## config.mk

```make
export PLATFORM = sky130hd
export DESIGN_NAME = mul_div_unit
export DESIGN_NICKNAME = d
export VERILOG_FILES = /design/src/rtl/mul_div_unit.sv
export SDC_FILE = /design/constraint.sdc
export NUM_CORES = 1
export LEC_CHECK = 0
export BUFFER_PORTS_ARGS = -buffer_cell sky130_fd_sc_hd__buf_2
export CAP_MARGIN = 20
export CELL_PAD_IN_SITES_DETAIL_PLACEMENT = 1
export CELL_PAD_IN_SITES_GLOBAL_PLACEMENT = 1
export CORE_MARGIN = 10
export CORE_UTILIZATION = 25
export CTS_CLUSTER_DIAMETER = 60
export CTS_CLUSTER_SIZE = 8
export DETAILED_ROUTE_END_ITERATION = 10
export PLACE_DENSITY_LB_ADDON = 0.1
export SYNTH_ARGS = -nofsm -noshare
export SYNTH_HDL_FRONTEND = slang
export SYNTH_SLANG_ARGS = --single-unit
export TNS_END_PERCENT = 10
```

## constraint.sdc

```tcl
create_clock -name clk_i -period 6.6 [get_ports clk_i]
set_input_delay 0.66 -clock clk_i [delete_from_list [all_inputs] [get_ports clk_i]]
set_output_delay 0.66 -clock clk_i [all_outputs]
set_load 0.005 [all_outputs]
```

## src/rtl/mul_div_unit.sv

```systemverilog
`default_nettype none
// ============================================================================
// Module  : mul_div_unit
// Purpose : Multi-cycle multiply/divide unit with architectural HI/LO
//           registers; one shift-add / shift-subtract step per cycle.
// Revision: 1.0 - initial release
// ============================================================================
module mul_div_unit #(
    parameter int WIDTH = 32
) (
    input  logic             clk_i,
    input  logic             rst_i,
    input  logic             start_i,
    input  logic [1:0]       op_i,
    input  logic [WIDTH-1:0] src1_i,
    input  logic [WIDTH-1:0] src2_i,
    input  logic             wr_hi_i,
    input  logic             wr_lo_i,
    input  logic [WIDTH-1:0] wr_data_i,
    output logic             busy_o,
    output logic             done_o,
    output logic             div_by_zero_o,
    output logic [WIDTH-1:0] hi_o,
    output logic [WIDTH-1:0] lo_o
);

    localparam int c_CNT_W = $clog2(WIDTH + 1);

    typedef enum logic [1:0] {
        S_IDLE   = 2'd0,
        S_RUN    = 2'd1,
        S_FINISH = 2'd2
    } state_t;

    state_t               r_state;
    logic                 r_is_div;
    logic                 r_sign1;
    logic                 r_sign2;
    logic                 r_dbz_pend;
    logic [c_CNT_W-1:0]   r_count;
    logic [WIDTH-1:0]     r_b;
    logic [2*WIDTH-1:0]   r_acc;
    logic [WIDTH-1:0]     r_hi;
    logic [WIDTH-1:0]     r_lo;
    logic                 r_busy;
    logic                 r_done;
    logic                 r_dbz;

    logic                 w_signed;
    logic                 w_neg1;
    logic                 w_neg2;
    logic [WIDTH-1:0]     w_mag1;
    logic [WIDTH-1:0]     w_mag2;
    logic                 w_dbz_start;
    logic [WIDTH:0]       w_mul_sum;
    logic [2*WIDTH-1:0]   w_mul_next;
    logic [WIDTH:0]       w_rem_sh;
    logic [WIDTH:0]       w_diff;
    logic                 w_fits;
    logic [2*WIDTH-1:0]   w_div_next;
    logic [2*WIDTH-1:0]   w_prod;
    logic [WIDTH-1:0]     w_quot;
    logic [WIDTH-1:0]     w_rem;

    always_comb begin
        w_signed    = ~op_i[0];
        w_neg1      = w_signed & src1_i[WIDTH-1];
        w_neg2      = w_signed & src2_i[WIDTH-1];
        w_mag1      = w_neg1 ? -src1_i : src1_i;
        w_mag2      = w_neg2 ? -src2_i : src2_i;
        w_dbz_start = op_i[1] & (src2_i == '0);

        // Multiply: accumulator holds {partial product, remaining multiplier bits}
        w_mul_sum   = {1'b0, r_acc[2*WIDTH-1:WIDTH]} + (r_acc[0] ? {1'b0, r_b} : '0);
        w_mul_next  = {w_mul_sum, r_acc[WIDTH-1:1]};

        // Divide: accumulator holds {partial remainder, dividend/quotient bits}
        w_rem_sh    = r_acc[2*WIDTH-1:WIDTH-1];
        w_diff      = w_rem_sh - {1'b0, r_b};
        w_fits      = ~w_diff[WIDTH];
        w_div_next  = {(w_fits ? w_diff[WIDTH-1:0] : w_rem_sh[WIDTH-1:0]),
                       r_acc[WIDTH-2:0], w_fits};

        w_prod      = (r_sign1 ^ r_sign2) ? -r_acc : r_acc;
        w_quot      = (r_sign1 ^ r_sign2) ? -r_acc[WIDTH-1:0] : r_acc[WIDTH-1:0];
        w_rem       = r_sign1 ? -r_acc[2*WIDTH-1:WIDTH] : r_acc[2*WIDTH-1:WIDTH];
    end

    always_ff @(posedge clk_i or posedge rst_i) begin
        if (rst_i) begin
            r_state    <= S_IDLE;
            r_is_div   <= 1'b0;
            r_sign1    <= 1'b0;
            r_sign2    <= 1'b0;
            r_dbz_pend <= 1'b0;
            r_count    <= '0;
            r_b        <= '0;
            r_acc      <= '0;
            r_hi       <= '0;
            r_lo       <= '0;
            r_busy     <= 1'b0;
            r_done     <= 1'b0;
            r_dbz      <= 1'b0;
        end else begin
            r_done <= 1'b0;
            case (r_state)
                S_IDLE: begin
                    r_dbz <= 1'b0;
                    if (wr_hi_i) r_hi <= wr_data_i;
                    if (wr_lo_i) r_lo <= wr_data_i;
                    if (start_i) begin
                        r_is_div <= op_i[1];
                        r_b      <= w_mag2;
                        r_count  <= c_CNT_W'(WIDTH);
                        r_busy   <= 1'b1;
                        if (w_dbz_start) begin
                            // Keep the raw dividend; it becomes HI unchanged
                            r_sign1    <= 1'b0;
                            r_sign2    <= 1'b0;
                            r_acc      <= {{WIDTH{1'b0}}, src1_i};
                            r_dbz_pend <= 1'b1;
                            r_state    <= S_FINISH;
                        end else begin
                            r_sign1    <= w_neg1;
                            r_sign2    <= w_neg2;
                            r_acc      <= {{WIDTH{1'b0}}, w_mag1};
                            r_dbz_pend <= 1'b0;
                            r_state    <= S_RUN;
                        end
                    end
                end
                S_RUN: begin
                    r_acc   <= r_is_div ? w_div_next : w_mul_next;
                    r_count <= r_count - c_CNT_W'(1);
                    if (r_count == c_CNT_W'(1)) r_state <= S_FINISH;
                end
                S_FINISH: begin
                    if (r_dbz_pend) begin
                        r_hi  <= r_acc[WIDTH-1:0];
                        r_lo  <= '1;
                        r_dbz <= 1'b1;
                    end else if (r_is_div) begin
                        r_hi  <= w_rem;
                        r_lo  <= w_quot;
                        r_dbz <= 1'b0;
                    end else begin
                        r_hi  <= w_prod[2*WIDTH-1:WIDTH];
                        r_lo  <= w_prod[WIDTH-1:0];
                        r_dbz <= 1'b0;
                    end
                    r_dbz_pend <= 1'b0;
                    r_done     <= 1'b1;
                    r_busy     <= 1'b0;
                    r_state    <= S_IDLE;
                end
                default: r_state <= S_IDLE;
            endcase
        end
    end

    assign busy_o        = r_busy;
    assign done_o        = r_done;
    assign div_by_zero_o = r_dbz;
    assign hi_o          = r_hi;
    assign lo_o          = r_lo;

endmodule
`default_nettype wire
```

# Word level (Yosys, flattened, before mapping)
# Cells that the tools add are included.
[classes] n_addsub=8 eq_ne=7 muxes=35 bitwise_logic=6 n_reduce_logical=10
[ops] op="two-way mux 32 bit" n=13
[ops] op="two-way mux 64 bit" n=3
[ops] op="negator 32 bit" n=4
[ops] op="one-hot mux 32 bit (2 select lines)" n=2
[ops] op="one-hot mux 64 bit (2 select lines)" n=1
[ops] op="negator 64 bit" n=1
[ops] op="adder 32 x 32 -> 33 bit" n=1
[ops] op="subtractor 33 x 32 -> 33 bit" n=1
[ops] op="logical NOT 32 bit" n=1
[ops] op="one-hot mux 6 bit (2 select lines)" n=1
[ops] op="AND reduction 2 bit" n=6
[ops] op="!= test 2 bit (second input constant)" n=4
[ops] op="two-way mux 1 bit" n=7
[ops] op="equality test 6 x 1 -> 1 bit (second input constant)" n=1
[ops] op="two-way mux 2 bit" n=3
[ops] op="two-way mux 6 bit" n=1
[ops] op="one-hot mux 1 bit (2 select lines)" n=3
[ops] op="subtractor 6 x 1 -> 6 bit (second input constant)" n=1
[ops] op="one-hot mux 2 bit (2 select lines)" n=1
[ops] op="nonzero test 2 bit" n=2
[ops] op="AND 1 bit" n=3
[ops] op="equality test 2 x 1 -> 1 bit (second input constant)" n=1
[ops] op="equality test 2 bit (second input constant)" n=1
[ops] op="logical NOT 2 bit" n=1
[ops] op="other kinds (2)" n=3
[totals] register_bits=175 input_bits=103 output_inout_bits=67 wordCells=79

# Logic depth before layout (Yosys ltp)
# Gate-level depths: netlist of the first run.
[depth] ltp_word=6 ltp_mapped=14 depth_no_buf=13

# Least setup slack after synthesis of the first run
# OpenSTA, ideal clock, no wires.
[synth_timing] kind="register to register" startpoint="reg r_acc[31]" endpoint="reg r_acc[59]" setup_time_ns=0.137 arrival_time_ns=3.043 t_required_ns=6.463 setup_slack_ns=3.420 stages_incl_launch_ff=15 path_buffers=3 synth_period_minus_slack_ns=3.180 cell_sequence="dfrtp_1 clkbuf_1 inv_1 ha_1 fa_1 nand2b_1 a21o_1 a21oi_1 o31ai_1 o21a_1 a311o_1 buf_2 buf_2 a222oi_1 o31ai_1"
[synth_between] elab_chain_cells=4
[synth_rtl] element="start: declaration" line_no="42" rtl="logic [2*WIDTH-1:0] r_acc;"
[synth_rtl] element="start signal: assignment" line_no="120" rtl="r_acc <= {{WIDTH{1'b0}}, src1_i};"
[synth_rtl] element="start signal: assignment" line_no="126" rtl="r_acc <= {{WIDTH{1'b0}}, w_mag1};"
[synth_rtl] element="start signal: assignment" line_no="133" rtl="r_acc <= r_is_div ? w_div_next : w_mul_next;"
[synth_rtl] element="subtractor 33 x 32 -> 33 bit" line_no="79" rtl="w_diff = w_rem_sh - {1'b0, r_b};"
[synth_rtl] element="two-way mux 32 bit" line_no="81" rtl="w_div_next = {(w_fits ? w_diff[WIDTH-1:0] : w_rem_sh[WIDTH-1:0]),"
[synth_rtl] element="two-way mux 64 bit" line_no="133"
[synth_rtl] element="one-hot mux 64 bit (2 select lines)" line_no="106" rtl="case (r_state)"
# Every way passes these cells.
# A chain may end at the register's enable or synchronous reset.

# Final worst setup path of the first run
[layout_timing] startpoint="reg r_acc[0]" endpoint="reg r_acc[62]"
[layout_between] elab_chain_cells=4
[layout_rtl] element="two-way mux 32 bit" line_no="74" rtl="w_mul_sum = {1'b0, r_acc[2*WIDTH-1:WIDTH]} + (r_acc[0] ? {1'b0, r_b} : '0);"
[layout_rtl] element="adder 32 x 32 -> 33 bit" line_no="74"
[layout_rtl] element="two-way mux 64 bit" line_no="133"
[layout_rtl] element="one-hot mux 64 bit (2 select lines)" line_no="106"
# Every way passes these cells.

==> run metrics, run 1 <==
via count=14250; CTS tree=built; post-route ant nets=0; dpl ws=2155 ps; number of antenna violations at the first check in global routing=0; crit path cell chain=inv_1, buf_16, nor2_1, ha_1, o21ai_0, a211oi_1, nand4_1, and2_1, a311oi_1, a21oi_1, xnor2_1, o21ai_0, a21oi_1; crit end category=flip-flop; Fillers=6946; Multi-input gate area=0.009490 mm²; PortBufs=169; Top Ports=170; # setup viols final=0; mux cell area share after synthesis=0.03091; Final nets=2092; Final Cycle Share=0.6211; vias in the first global route=15200; number of synthesized flops with an enable pin=0; worst path arrival time=4450 ps; hpwl dp=50080 µm; Least-Margin Pin Slew=970.9 ps; cts bufs inserted=17; Yosys top cell by area=dfrtp_1; Setup Fix Bufs, Post-CTS=0; maximum clock frequency=243.9 MHz; area share of fa/ha/maj cells after synthesis=0.06284; Std-Cell Rows=88; synthesized instance count=1820; ranking of synthesized cells by area=dfrtp_1 (30%), ha_1 (6.0%), xnor2_1 (5.7%); gr usage total=0.1850; Hold Worst Slack=202.9 ps; CP startpoint kind=flip-flop; Via density=5.295; root buffer cell=clkbuf_16; number of H-tree levels=4; CP peak stage delay=560 ps; Peak VDD IR=0.2532 mV; global-route wire length before repair=96590 µm; largest net degree at the start of global routing=82; Die ar.=0.06835 mm²; fin. max-slew vios=0; clock slew at reported path FFs=70 ps; Sequential cell area=0.004380 mm²; Max FO, Critical Path=27; Hold Vio Cnt, Final=0; Synth Area in Simple Gates=0.1842; routability cong.=0.8242; Max-Slew Margin vs Limit=0.3342; Netlist cell types=80; die height=261.4 µm; Initial Util=0.2526; Detailed Routing Iterations Pass 1=5; number of hold buffers added after CTS=0; PD cells=614.9 mW/mm²; top cell type's share of synthesized area=0.3005; # DRC=0; CTS resizes=0; ys async rst share=1.000; TNS Setup=0 ps; CP Class=reg -> reg; dominant synthesized flop cell=dfrtp_1; YS warnings=0; Overflow after GRT=0; area of the core=0.05770 mm²; Initial DRC Count=691; most numerous cell in the Yosys netlist=nand2_1; Clock Latency Late Sink=490 ps; CTS sink count=175; RSZ-0062 raised after global routing=no; CP max-delay cell=a211oi_1; chip width=261.4 µm; worst path required time=6950 ps; Syn Nets=1995; #FFs+latches synth=175; Netlist Area Pre-Place=0.01457 mm²; Avg WL per Cell=23.68 µm; skew final=19.86 ps; layout cell share with drive strength beyond 1=0.1345; # diodes=0; status=finished clean; xor and xnor fraction of the mapped netlist area=0.1076; area grow syn2layout=14.95%; final setup margin=2501 ps; register area share after synthesis=0.3005; Lkg Pwr=7.195 nW; Mapped Avg Cell Area=8.008 µm²; main combinational cell family by area after synthesis=compound AO/OA/AOI/OAI gates; Compound-Gate Fraction of Synth Area=0.2639; final WL=63710 µm; clk buf depth=2; min Tclk post-route=4099 ps; class of the worst hold path=in -> async; maxcap violations=0; Synth top cells by count=nand2_1 (207), dfrtp_1 (175), o21ai_0 (160)
## cell families (layout without fill, tap and decap cells)
kind of cell	after synthesis	in the layout
adders and majority gates	72	72
AOI/OAI and AO/OA	597	597
and+or+nand+nor	563	563
buffers and inverters	189	295
DFF	175	175
muxes	45	45
xor gates and xnor gates	179	179
## placed cells by master (no fill, tap or decap), types with 7 or more instances in the layout
master	n
and3_1	7
a31oi_1	11
nor2_1	150
nand2_1	206
mux2i_1	45
or2_2	7
o21ai_1	27
o22ai_1	43
o21ai_0	160
nor2b_1	7
xnor2_1	95
or4_1	12
nand3_1	31
dfrtp_1	174
buf_2	169
nand2b_1	19
o31ai_1	18
o211ai_1	13
nor3_1	33
and2_1	9
a22oi_1	19
nand4_1	17
nor4_1	13
a221oi_1	8
ha_1	70
buf_4	24
xor2_1	84
o41ai_1	11
a21oi_1	126
a21o_1	25
a211oi_1	19
or3_1	17
a222oi_1	14
clkbuf_16	17
o221ai_1	42
inv_1	68
## final timing paths
| kind | start | endpoint | cells past startpoint | slack [ps] |
|---|---|---|---|---|
| worst max-delay path | r_acc[0] | r_acc[62] | 13 | 2500 |
| min in group clk_i | wr_data_i[16] | hi_o[16] | 3 | 420 |
| worst max register to register | r_acc[0] | r_acc[62] | 13 | 2500 |
| worst min register to register | lo_o[4] | lo_o[4] | 2 | 480 |
| worst min-delay path | rst_i | r_b[29] | 2 | 200 |
| max in group asynchronous | rst_i | hi_o[24] | 3 | 5010 |
## registers in the layout (all words and copies together), names as in the netlist
name / flops
r_b: 32
hi_o: 32
lo_o: 32
r_state: 2
r_is_div: 1
done_o: 1
r_dbz_pend: 1
r_count: 6
r_sign1: 1
div_by_zero_o: 1
r_sign2: 1
busy_o: 1
r_acc: 64
## worst max-delay path, delay by kind of cell (launching register included)
family / cells / cell delay [ps]
DFF: 1 / 500
xor gates and xnor gates: 1 / 150
buffers and inverters: 2 / 580
AOI/OAI and AO/OA: 6 / 1880
and+or+nand+nor: 3 / 440
adders and majority gates: 1 / 380
## stage by stage
stage	cell area (µm²)	util	total power, mW	cells
3_3_place_gp	16130	0.2795	9.205	2660
2_1_floorplan	14570	-	6.824	1820
5_1_grt	16750	0.2904	11.22	2691
3_5_place_dp	16160	0.2800	9.277	2661
6_report	16750	0.2904	10.30	2691
4_1_cts	16700	0.2895	10.36	2689
## area by class of cell
class / instances / share of cell area
multi-input cells: 1456 / 0.5665
clock inverters: 10 / 0.007170
well taps: 765 / 0.05714
flip-flops and latches: 175 / 0.2615
clock buffers: 18 / 0.02562
repair buffers: 196 / 0.06573
inverters: 71 / 0.01636
## power breakdown
part           internal [mW]  switching, mW
logic                   2.62           4.26
registers               1.60          0.790
clock network          0.548          0.484
## per-layer routing
metal  wire length (µm)  vias to the layer above  global-route usage
li1                   -                     6829                   -
met1              28280                     7082              0.2300
met2              30500                      265              0.3107
met3               2295                       74             0.03003
met4               2629                        0             0.08252
met5                  0                        -                   0
(Power assumes the default switching activity.)
==> inputs of run 2 (changes only) <==
Clock period 6.6 ns to 3.83 ns, I/O delays scaled along.
==> run 2 against run 1 <==
Effect of this change: critical path depth fell by 5; critical path type unchanged; first-iteration DRC count rose by 6.4%; worst hold slack worse by 50 ps; global-route usage grew 0.63 points; final cell count grew 2.6%; fmax grew 12%; routed wire length grew 2.8%; sequential share of layout area decreased by 0.82 points; sequential cell count did not move; combinational power grew 86%; die area is the same; final area increased by 3.2%.
==> run metrics, run 2 (synthesis gave the netlist of run 1 again) <==
status=finished clean; via count=14520 (+1.9%); Clock Latency Late Sink=500 ps (about the same); Setup Fix Bufs, Post-CTS=0 (unchanged); PD cells=1063 mW/mm² (+73%); hold path cells=3; die height=261.4 µm (unchanged); Cell Area, Placed=0.01667 mm² (+3.2%); Hold Vio Cnt, Final=0 (unchanged); Hold Worst Slack=152.6 ps (-50.38 ps); area grow syn2layout=18.68%; RSZ-0062 raised after global routing=no; number of antenna violations at the first check in global routing=0 (unchanged); global-route wire length before repair=99960 µm (+3.5%); Final nets=2159 (+3.2%); number of H-tree levels=4 (unchanged); routability cong.=0.8796 (+6.7%); Top reg by flops=r_acc; class of the worst hold path=in -> reg; Initial Util=0.2526 (unchanged); Lkg Pwr=7.539 nW (+4.8%); FF-to-FF path depth=8 (-5); clk buf depth=2 (unchanged); PortBufs=169 (unchanged); M1 WL=29190 µm (+3.2%); CTS tree=built; vias in the first global route=15560 (+2.4%); TNS Setup=0 ps (unchanged); gr usage total=0.1914 (+0.006326); commonest non-fill, non-tap cells in the layout=nand2_1 (206), dfrtp_1 (174), buf_2 (169); Least-Margin Pin Slew=974.1 ps (+3.212 ps); fin area=0.01730 mm² (+3.2%); fin. max-slew vios=0 (unchanged); Max-Slew Margin vs Limit=0.3459 (+0.01171); cell count along the critical path=8 (-5); root buffer cell=clkbuf_16; Max FO, Critical Path=4 (-85%); CP peak stage delay=740 ps (+180 ps); Std-Cell Rows=88 (unchanged); number of flip-flops in the largest register=64 (unchanged); Die ar.=0.06835 mm² (unchanged); layout cell share with drive strength beyond 1=0.1642 (+0.02977); DR WL met2=32840 µm (+7.7%); hpwl dp=52640 µm (+5.1%); post-route ant nets=0 (unchanged); worst path required time=4170 ps (-2780 ps); # diodes=0 (unchanged); crit path cell chain=or3_1, nor4_2, nand4b_2, or2_1, or4_4, o31ai_4, xor2_1, o21ai_1; CP startpoint kind=flip-flop; DR WL met3=2226 µm (-3.0%); CTS sink count=175 (unchanged); clock slew at reported path FFs=80 ps (about the same); # setup viols final=0 (unchanged); uppermost layer routed=met4; skew final=19.98 ps (+0.1132 ps); Detailed Routing Iterations Pass 1=5 (unchanged); chip width=261.4 µm (unchanged); commonest non-fill, non-tap cell in the layout=nand2_1; Top Ports=170 (unchanged); Initial DRC Count=735 (+6.4%); cts bufs inserted=17 (unchanged); worst path arrival time=3990 ps (-460 ps); CP Buf/Inv Count=0 (-2); final WL=65520 µm (+2.8%); cell family with most CP delay=simple AND/OR/NAND/NOR gates; # DRC=0 (unchanged); largest net degree at the start of global routing=78 (-4.9%); min Tclk post-route=3648 ps (-451.3 ps); Avg WL per Cell=23.72 µm (+0.20%); Via density=5.258 (-0.71%); maxcap violations=0 (unchanged); area of the core=0.05770 mm² (unchanged); crit end category=flip-flop; CP max-delay cell=nor4_2; CP Class=reg -> reg; fin util=0.2998 (+0.009434); Peak VDD IR=0.4456 mV (+76%); maximum clock frequency=274.1 MHz (+12%); Overflow after GRT=0 (unchanged); Final Cycle Share=0.9525 (+0.3314)
## run 2: area by class of cell
cell class	instances	area, µm²
fillers	6966	40400
multi-input cells	1456	9488
flip-flops and latches	175	4380
repair buffers	263	1604
well taps	765	957.2
clock buffers	19	442.9
inverters	71	270.3
clock inverters	13	153.9
## run 2: path summary, 6_finish.rpt
check                              start       end  slack [ps]
setup / recovery               r_acc[13]  hi_o[15]         180
hold / removal             wr_data_i[28]  hi_o[28]         150
setup reg to reg               r_acc[13]  hi_o[15]         180
hold reg to reg                 lo_o[13]  lo_o[13]         470
max in group asynchronous          rst_i  hi_o[15]        2370
min in group asynchronous          rst_i   r_b[25]         540
## run 2: tightest hold or removal path, stage by stage
cell	delay, ps
buf_2	100
a21oi_1	60
o21ai_1	60
## run 2: metrics by stage
| step | power, mW | cells | setup WS [ps] |
|---|---|---|---|
| after floorplan | 11.76 | 1820 | 649.9 |
| after global placement | 16.43 | 2728 | 123.3 |
| after detailed placement | 16.55 | 2728 | 172.7 |
| after CTS | 18.52 | 2761 | 156.7 |
| after global routing | 20.00 | 2762 | 40.06 |
| final | 18.39 | 2762 | 181.9 |
## run 2: what timing repair did
action                                 CTS  global route
resized for setup                        0             0
setup endpoints to repair                0             0
hold buffers                             1             0
endpoints found under the hold margin   23             0
## run 2: per-layer routing
metal	vias to the layer above	global-route usage
li1	6970	-
met1	7237	0.2394
met2	268	0.3367
met3	47	0.02637
met4	0	0.05523
met5	-	0
## run 2: where the power goes
part	switching, mW	total, mW	internal (mW)
combinational	7.89	12.8	4.86
clock	0.894	1.89	0.991
sequential	0.988	3.75	2.76
total	9.77	18.4	8.62
==> inputs of run 3 (changes only) <==
Settings changed: ABC_AREA set to 1.
==> run 3 against run 2 <==
Effect of this change: sequential cell count did not move; routed wire length rose by 37%; global-route usage rose by 2.6 points; area after synthesis rose by 21%; die area rose by 19%; sequential power rose by 6.9%; combinational power rose by 18%; synthesized cell count rose by 66%; critical path depth rose by 9; final area rose by 17%; register-to-register slack improved by 550 ps; critical path type unchanged; largest power group unchanged.
==> run metrics, run 3 <==
Top reg by flops=r_acc; global-route wire length before repair=134600 µm (+35%); hold path cells=3 (unchanged); Fillers=9232 (+33%); # diodes=0 (unchanged); CTS sink count=175 (unchanged); number of synthesized flops with an enable pin=0 (unchanged); CTS resizes=0 (unchanged); top cell type's share of synthesized area=0.2492 (-0.05130); combinational share of power=0.714 (+0.020); layout cell share with drive strength beyond 1=0.09723 (-0.06702); FF-to-FF End=r_acc[62]; CP max-delay cell=o21ai_0; Sequential cell area=0.004380 mm² (unchanged); FF-to-FF path depth=17 (+9); Yosys top cell by area=dfrtp_1; sequential power share=0.190 (-0.014); Cell Area, Placed=0.01957 mm² (+17%); Netlist cell types=46 (-43%); Via density=4.896 (-6.9%); Netlist Area Pre-Place=0.01757 mm² (+21%); number of hold buffers added after CTS=1 (unchanged); Multi-input gate area=0.01113 mm² (+17%); # setup viols final=0 (unchanged); part of the power in the clock network=0.097 (-0.006); #FFs+latches synth=175 (unchanged); status=finished clean; GR Util met2=0.3838 (+0.04713); vias in the first global route=21440 (+38%); Initial Util=0.2514 (-0.001206); worst path required time=4230 ps (+60 ps); hpwl dp=73670 µm (+40%); Cell Int Power=8.504 mW (-1.3%); PortBufs=169 (unchanged); Hold Vio Cnt, Final=0 (unchanged); Setup Fix Bufs, Post-CTS=0 (unchanged); chip width=285.1 µm (+9.1%); worst path arrival time=3510 ps (-480 ps); synthesized instance count=3029 (+66%); Syn Nets=3204 (+61%); RSZ-0062 raised after global routing=no; fin area=0.02022 mm² (+17%); YS warnings=0 (unchanged); root buffer cell=clkbuf_16; min-delay src=op_i[1]; met1 Usage GRT=0.2548 (+0.01539); # DRC=0 (unchanged); min Tclk post-route=3101 ps (-546.9 ps); Top Ports=170 (unchanged); die height=285.1 µm (+9.1%); ys async rst share=1.000 (unchanged); Std-Cell Rows=97 (+10%); ranking of synthesized cells by area=dfrtp_1 (25%), nand2_1 (19%), inv_1 (8.9%); number of flip-flops in the largest register=64 (unchanged); maxcap violations=0 (unchanged); CP Class=reg -> reg; number of antenna violations at the first check in global routing=3 (+3); fin. max-slew vios=0 (unchanged); dominant synthesized flop cell=dfrtp_1; Least-Margin Pin Slew=929.2 ps (-44.87 ps); cts bufs inserted=17 (unchanged); TNS Setup=0 ps (unchanged); reg-to-reg critical path startpoint=r_acc[31]; most numerous cell in the Yosys netlist=nand2_1; area grow syn2layout=15.05%; most numerous cell on the critical path=nand2_1; Final nets=3340 (+55%); register area share after synthesis=0.2492 (-0.05130); clock slew at reported path FFs=80 ps (about the same); worst hold endpoint=r_is_div; largest net degree at the start of global routing=110 (+41%); commonest non-fill, non-tap cells in the layout=nand2_1 (900), inv_1 (416), nor2_1 (374); via count=20160 (+39%); number of H-tree levels=4 (unchanged); Most Crowded Layer GR=met2; crit path cell chain=inv_1, ha_1, fa_1, inv_1, nand2_1, nand2_1, nand2_1, o21ai_0, nand2_1, nand2_1, nand2_1, nand2_1, nand2_1, nand3_2, nand3_1, nand2_1, nand2_1; gr usage total=0.2175 (+0.02615); skew final=14.72 ps (-5.260 ps); Final Power=21.14 mW (+15%); Overflow after GRT=0 (unchanged); maximum clock frequency=322.5 MHz (+18%); commonest non-fill, non-tap cell in the layout=nand2_1; area of the core=0.06991 mm² (+21%); Net Switching=12.63 mW (+29%); PD cells=1045 mW/mm² (-1.7%); Final Cycle Share=0.8097 (-0.1428); Synth top cells by count=nand2_1 (900), inv_1 (417), nor2_1 (377); switch share=0.5977 (+0.06622); R2R setup slack=730 ps (+550 ps); crit end category=flip-flop; Lkg Pwr=10.20 nW (+35%); fin util=0.2892 (-0.01056); class of the worst hold path=in -> reg; Peak VDD IR=0.4041 mV (-9.3%); CTS tree=built; met3 GRT Util=0.02442 (-0.001957); Max FO, Critical Path=6 (+2); Mapped Avg Cell Area=5.802 µm² (-28%); Clock Latency Late Sink=510 ps (about the same); CP startpoint kind=flip-flop; final WL=89750 µm (+37%); Initial DRC Count=994 (+35%); clk buf depth=2 (unchanged); routability cong.=0.9406 (+6.9%); Max-Slew Margin vs Limit=0.3767 (+0.03075); Avg WL per Cell=21.79 µm (-8.1%); Detailed Routing Iterations Pass 1=4 (-1); CP peak stage delay=520 ps (-220 ps); post-route ant nets=0 (unchanged); Die ar.=0.08130 mm² (+19%)
==> run 3: cell count changes in the layout (fill, tap and decap cells not counted), sizes merged, moves of 20 or more <==
cell,change
inv,+353
a21oi,+133
a31oi,+27
nand2b,-21
xnor2,-75
buf,-41
mux2i,-45
nand3,+265
xor2,-47
o22ai,-40
o221ai,-41
a21o,-20
nor2,+241
nand2,+710
==> run 3: cells by family (layout without fill, tap and decap cells) <==
logic type	Yosys count	count (layout)	synth area share
compound gates	503	503	0.1511
flops	175	175	0.2492
simple gates	1691	1691	0.4003
buf+inv	531	680	0.1188
xor+xnor	57	57	0.02841
fa+ha+maj	72	72	0.05211
==> run 3: layer usage <==
metal | up-vias | part of all wire
li1 | 9951 | -
met1 | 9699 | 0.43
met4 | 0 | 0.056
met5 | - | 0
met3 | 138 | 0.029
met2 | 375 | 0.49
==> run 3: layout make-up <==
class | instances | share of cell area
well taps | 940 | 0.05817
flip-flops and latches | 175 | 0.2166
multi-input cells | 2323 | 0.5506
repair buffers | 222 | 0.06349
clock buffers | 18 | 0.02172
clock inverters | 14 | 0.01002
inverters | 426 | 0.07933
==> run 3: power groups by stage <==
stage | combinational [mW] | clock (mW) | sequential (mW)
final | 15.1 | 2.05 | 4.01
after global routing | 16.9 | 2.16 | 4.14
after CTS | 15.2 | 2.10 | 4.01
after detailed placement | 15.2 | 0 | 4.04
after global placement | 15.0 | 0 | 4.01
after floorplan | 9.89 | 0 | 3.52
==> run 3: worst max path at each step <==
stage	to	from	cells past startpoint
after global routing	r_acc[62]	r_acc[31]	17
final	r_acc[62]	r_acc[31]	17
after detailed placement	r_acc[62]	r_acc[31]	17
after floorplan	busy_o	rst_i	1
after CTS	r_acc[62]	r_acc[31]	17
after global placement	r_acc[62]	r_acc[31]	17
==> run 3: metrics by stage <==
stage	hold slack [ps]	cells	setup WS (ps)
after global placement	464.8	4085	767.5
after floorplan	459.9	3029	1208
after global routing	139.7	4118	440.8
after CTS	104.3	4118	662.1
after detailed placement	482.3	4085	675.8
final	131.2	4118	728.7
==> run 3: worst max-delay path: cells and delay by family, from the launching register on <==
| kind | cells | cell delay (ps) |
|---|---|---|
| AND/OR/NAND/NOR | 12 | 1090 |
| adder cells (fa/ha/maj) | 2 | 670 |
| AO/OA/AOI/OAI | 1 | 520 |
| flip-flops | 1 | 480 |
| buffers and inverters | 2 | 230 |
